$ cat src/rtl/coeff_reorder.sv
// Collects run-length coded levels of one 4x4 block into a raster-ordered buffer
// and streams the 16 coefficients out in raster order.
module coeff_reorder #(
   parameter int LEVEL_W = 13
) (
   input  logic               Clk,
   input  logic               nReset,
   input  logic               Start,
   input  logic [4:0]         TotalCoeff,
   input  logic [3:0]         TotalZeros,
   output logic               StartReady,
   input  logic [LEVEL_W-1:0] LevelIn,
   input  logic [3:0]         RunBefore,
   input  logic               WrReq,
   output logic               InReady,
   input  logic               BlockDone,
   output logic [LEVEL_W-1:0] CoeffOut,
   output logic [3:0]         CoeffIdx,
   output logic               OutValid,
   input  logic               OutReady,
   output logic               OutLast,
   output logic               Error
);

   typedef enum logic [1:0] {IDLE, FILL, DRAIN} state_t;

   state_t             state, stateNext;
   logic [LEVEL_W-1:0] coeffBuf [16];
   logic signed [5:0]  pos;
   logic [4:0]         cnt, tc;
   logic [3:0]         idx;
   logic               errReg;

   logic              startAcc, wrAcc, wrOk, beatAcc, badStart;
   logic [5:0]        posInit, coeffSum;
   logic [4:0]        cntAfter;

   function automatic logic [3:0] zigzag(input logic [3:0] s);
      case (s)
         4'd0:  zigzag = 4'd0;
         4'd1:  zigzag = 4'd1;
         4'd2:  zigzag = 4'd4;
         4'd3:  zigzag = 4'd8;
         4'd4:  zigzag = 4'd5;
         4'd5:  zigzag = 4'd2;
         4'd6:  zigzag = 4'd3;
         4'd7:  zigzag = 4'd6;
         4'd8:  zigzag = 4'd9;
         4'd9:  zigzag = 4'd12;
         4'd10: zigzag = 4'd13;
         4'd11: zigzag = 4'd10;
         4'd12: zigzag = 4'd7;
         4'd13: zigzag = 4'd11;
         4'd14: zigzag = 4'd14;
         default: zigzag = 4'd15;
      endcase
   endfunction

   always_comb begin
      stateNext  = state;
      StartReady = nReset && (state == IDLE);
      InReady    = nReset && (state == FILL);
      OutValid   = nReset && (state == DRAIN);
      case (state)
         IDLE:    if (Start) stateNext = FILL;
         FILL:    if (BlockDone) stateNext = DRAIN;
         DRAIN:   if (OutReady && idx == 4'd15) stateNext = IDLE;
         default: stateNext = IDLE;
      endcase
   end

   assign startAcc = StartReady && Start;
   assign wrAcc    = InReady && WrReq;
   // Positions above 15 only arise from an already-flagged bad header; treat as discard.
   assign wrOk     = wrAcc && (cnt < tc) && !pos[5] && !pos[4];
   assign beatAcc  = OutValid && OutReady;
   assign coeffSum = {1'b0, TotalCoeff} + {2'b00, TotalZeros};
   assign posInit  = coeffSum - 6'd1;
   assign badStart = (TotalCoeff > 5'd16) || (coeffSum > 6'd16);
   assign cntAfter = cnt + {4'd0, wrOk};

   always_ff @(posedge Clk) begin
      if (!nReset) begin
         state  <= IDLE;
         pos    <= '0;
         cnt    <= '0;
         tc     <= '0;
         idx    <= '0;
         errReg <= 1'b0;
         for (int i = 0; i < 16; i++) coeffBuf[i] <= '0;
      end else begin
         state <= stateNext;
         if (startAcc) begin
            pos    <= posInit;
            cnt    <= '0;
            tc     <= TotalCoeff;
            errReg <= badStart;
            for (int i = 0; i < 16; i++) coeffBuf[i] <= '0;
         end
         if (wrAcc) begin
            if (wrOk) begin
               coeffBuf[zigzag(pos[3:0])] <= LevelIn;
               pos <= pos - 6'sd1 - $signed({2'b00, RunBefore});
               cnt <= cntAfter;
            end else begin
               errReg <= 1'b1;
            end
         end
         // The level written alongside BlockDone still counts toward the total.
         if (InReady && BlockDone && (cntAfter < tc)) errReg <= 1'b1;
         if (beatAcc) idx <= idx + 4'd1;
      end
   end

   assign CoeffOut = coeffBuf[idx];
   assign CoeffIdx = idx;
   assign OutLast  = OutValid && (idx == 4'd15);
   assign Error    = errReg;

endmodule

$ cat config.mk
export PLATFORM = sky130hd
export DESIGN_NAME = coeff_reorder
export DESIGN_NICKNAME = d
export VERILOG_FILES = /design/src/rtl/coeff_reorder.sv
export SDC_FILE = /design/constraint.sdc
export NUM_CORES = 1
export LEC_CHECK = 0
export ABC_AREA = 1
export BUFFER_PORTS_ARGS = -buffer_cell sky130_fd_sc_hd__buf_2
export CAP_MARGIN = 0
export CORE_MARGIN = 2
export CORE_UTILIZATION = 55
export CTS_BUF_LIST = sky130_fd_sc_hd__clkbuf_16
export DETAILED_ROUTE_END_ITERATION = 12
export PLACE_DENSITY_LB_ADDON = 0.1
export SKIP_LAST_GASP = 1
export SLEW_MARGIN = 10
export SYNTH_ARGS = -nofsm -noshare
export SYNTH_HDL_FRONTEND = slang
export SYNTH_SLANG_ARGS = --single-unit
$ cat constraint.sdc
create_clock -name Clk -period 3.6 [get_ports Clk]
set_input_delay 0.54 -clock Clk [delete_from_list [all_inputs] [get_ports Clk]]
set_output_delay 0.54 -clock Clk [all_outputs]
set_load 0.005 [all_outputs]
==> results.toml <==
[sta]
skew_ns = 0.00612
layout_min_cycle_time_ns = 3.02
tightest_slew_ns = 0.810
fmax_mhz = 331
rsz0062_at_grt = "no"
period_share_pct = 83.9
slew_headroom_pct = 45.9
tns_ns = 0
slew_violations = 0
finalHoldViolCount = 0
setup_viol_count_final = 0

[die]
initial_utilization_pct = 56.5
die_w_um = 149
io_pins = 54
die_area_um2 = 22100
core-area_um2 = 20400
rows = 52
fp.dieH_um = 149

[layout]
mostFrequentLayoutCells = "230 x nor2_1, 208 x edfxtp_1, 142 x inv_1"
drive_above_1_share_pct = 10.6
layout_commonest_cell = "nor2_1"
nets = 1257
insertedDiodeCount = 0
area_delta_synth_final_pct = 11.6

[synthesis]
ys_warn_count = 0
synth-async-reset-ratio_pct = 0
synthDistinctLibCells = 32
synthTopCellsByArea = "edfxtp_1 54%, nor2_1 7.5%, dfxtp_1 5.4%"
synth_seq_area_share_pct = 59.7
synth_area_um2 = 11500
syn_area_per_cell_um2 = 9.96
ys_ff_latch = 239
synth_cells = 1156
synth_top_cell_by_area = "edfxtp_1"
synth_edf_count = 208
synth_top_cell_area_share_pct = 54.3
syn_nets = 1217
synthFlopType = "edfxtp_1"

[global_route]
grt_overflow = 0
grt_usage_pct = 25.6
grt_pass1_wl_mm = 42.9
grt_pass1_vias = 7805
antenna_found_initial = 0
grt_start_max_net_pins = 63

[setup_path]
end_kind = "output pin"
cp_max_fo = 40
crit_arrival_ns = 2.48
reg2reg_depth = 19
worstSetupPathType = "reg -> out"
worst_ep_required_time_ns = 3.06
start_kind = "flop"

[flow_run]
cap_viol_max_count = 0

[cts]
htreeDepth = 1
clkSinkCount = 239
cts_tree = "yes"
clockRootBuffer = "clkbuf_16"
post_cts_buffers = 0
cts_resized = 0
clk_latency_ns = 0.51
cts.path.max_buffers = 3
cts_buffers = 25
hold_buffers = 0
path_clk_slew_ns = 0.06

[route]
antenna_left = 0
drc = 0
dr_total_vias = 8235
wirelength_mm = 27.6
drt-initial-drc-count = 668
via_per_inst = 5.55
wl_per_cell_um = 18.6
dr.pass1.iters = 5

[power_and_ir_drop]
powerDensity_nw_per_um2 = 480
irDropWorstVdd_mv = 0.273
total_leakage_power_nw = 5.28
finalPower_mw = 6.17

[placement]
portBuffers = 53
place_congestion = 0.902
place_hpwl_mm = 17.6

[run_status]
status = "completed"

[min_path]
min_path_cells = 3
hp-class = "in -> reg"
==> per-stage QoR <==
step / hold WS (ns) / utilization, % / setup slack (ns) / instance area (um2) / cells
after floorplan: 0.450 / - / 0.701 / 11500 / 1156
after global placement: 0.479 / 59.3 / 0.756 / 12100 / 1439
after detailed placement: 0.502 / 59.3 / 0.695 / 12100 / 1439
after CTS: 0.326 / 63.1 / 0.590 / 12800 / 1484
after global routing: 0.346 / 63.1 / 0.325 / 12800 / 1484
final: 0.342 / 63.1 / 0.578 / 12800 / 1484
==> area by class of cell <==
cell class / count / area, um2
clock buffers: 25 / 626
repair buffers: 84 / 523
multi-input cells: 713 / 3850
fillers: 1673 / 7520
flip-flops and latches: 239 / 6870
inverters: 133 / 499
well taps: 270 / 338
clock inverters: 20 / 143
==> worst paths after layout <==
check	slack (ns)	start	end
max	0.58	flop	CoeffOut[0]
min	0.34	TotalCoeff[2]	tc[2]$_SDFFE_PN0P_
min reg2reg	0.51	CoeffIdx[3]$_SDFFE_PN0P_	flop
max reg2reg	0.60	cnt[2]$_SDFF_PN0_	Error$_SDFF_PN0_
==> Yosys cell counts, drive strengths merged, types with 2 or more instances <==
cell    number
inv        131
fa           2
nand4        5
ha          27
nand3b       2
dfxtp       31
clkbuf      50
o22ai        5
xor2         3
nand3       44
a21oi       70
clkinv       2
o211ai      53
edfxtp     208
nor2       232
nand2      124
o21ai       82
mux2i       52
buf         21
or2          2
nor3         6
==> worst max-delay path, cell delays in order, from the launching register on <==
cell      delay [ns]
dfxtp_4         0.56
buf_4           0.57
mux2i_1         0.15
o211ai_1        0.26
nand3_1         0.19
nand2_1         0.12
buf_2           0.11
==> per-layer routing <==
metal | wire (um) | track usage (%) | vias up
met4 | 668 | 7.48 | 0
li1 | - | - | 3996
met1 | 11300 | 33.2 | 3910
met5 | 0 | 0 | -
met3 | 1580 | 2.94 | 47
met2 | 14100 | 45.4 | 282
==> cell families (layout without fill, tap and decap cells) <==
logic type               Yosys count  in the layout  share of synthesized area (%)
XOR/XNOR                           4              4                          0.304
multiplexers                      52             52                           4.52
buffers and inverters            204            262                           6.91
AO/OA/AOI/OAI                    212            212                           10.5
flip-flops                       239            239                           59.7
AND/OR/NAND/NOR                  416            416                           14.8
adder cells (fa/ha/maj)           29             29                           3.28
==> registers in the layout, summed over array words and instances, names as in the netlist, named ones only <==
| signal | cells |
|---|---|
| cnt | 5 |
| state | 2 |
| tc | 5 |
| Error | 1 |
| pos | 6 |
| CoeffIdx | 4 |
| coeffBuf | 208 |
==> power by group <==
part | internal, mW | leakage, nW | switching (mW) | total [mW]
combinational | 0.158 | 2.41 | 0.375 | 0.533
sequential | 3.17 | 2.46 | 0.0550 | 3.23
clock | 1.40 | 0.419 | 1.01 | 2.41
(Power assumes the default switching activity.)
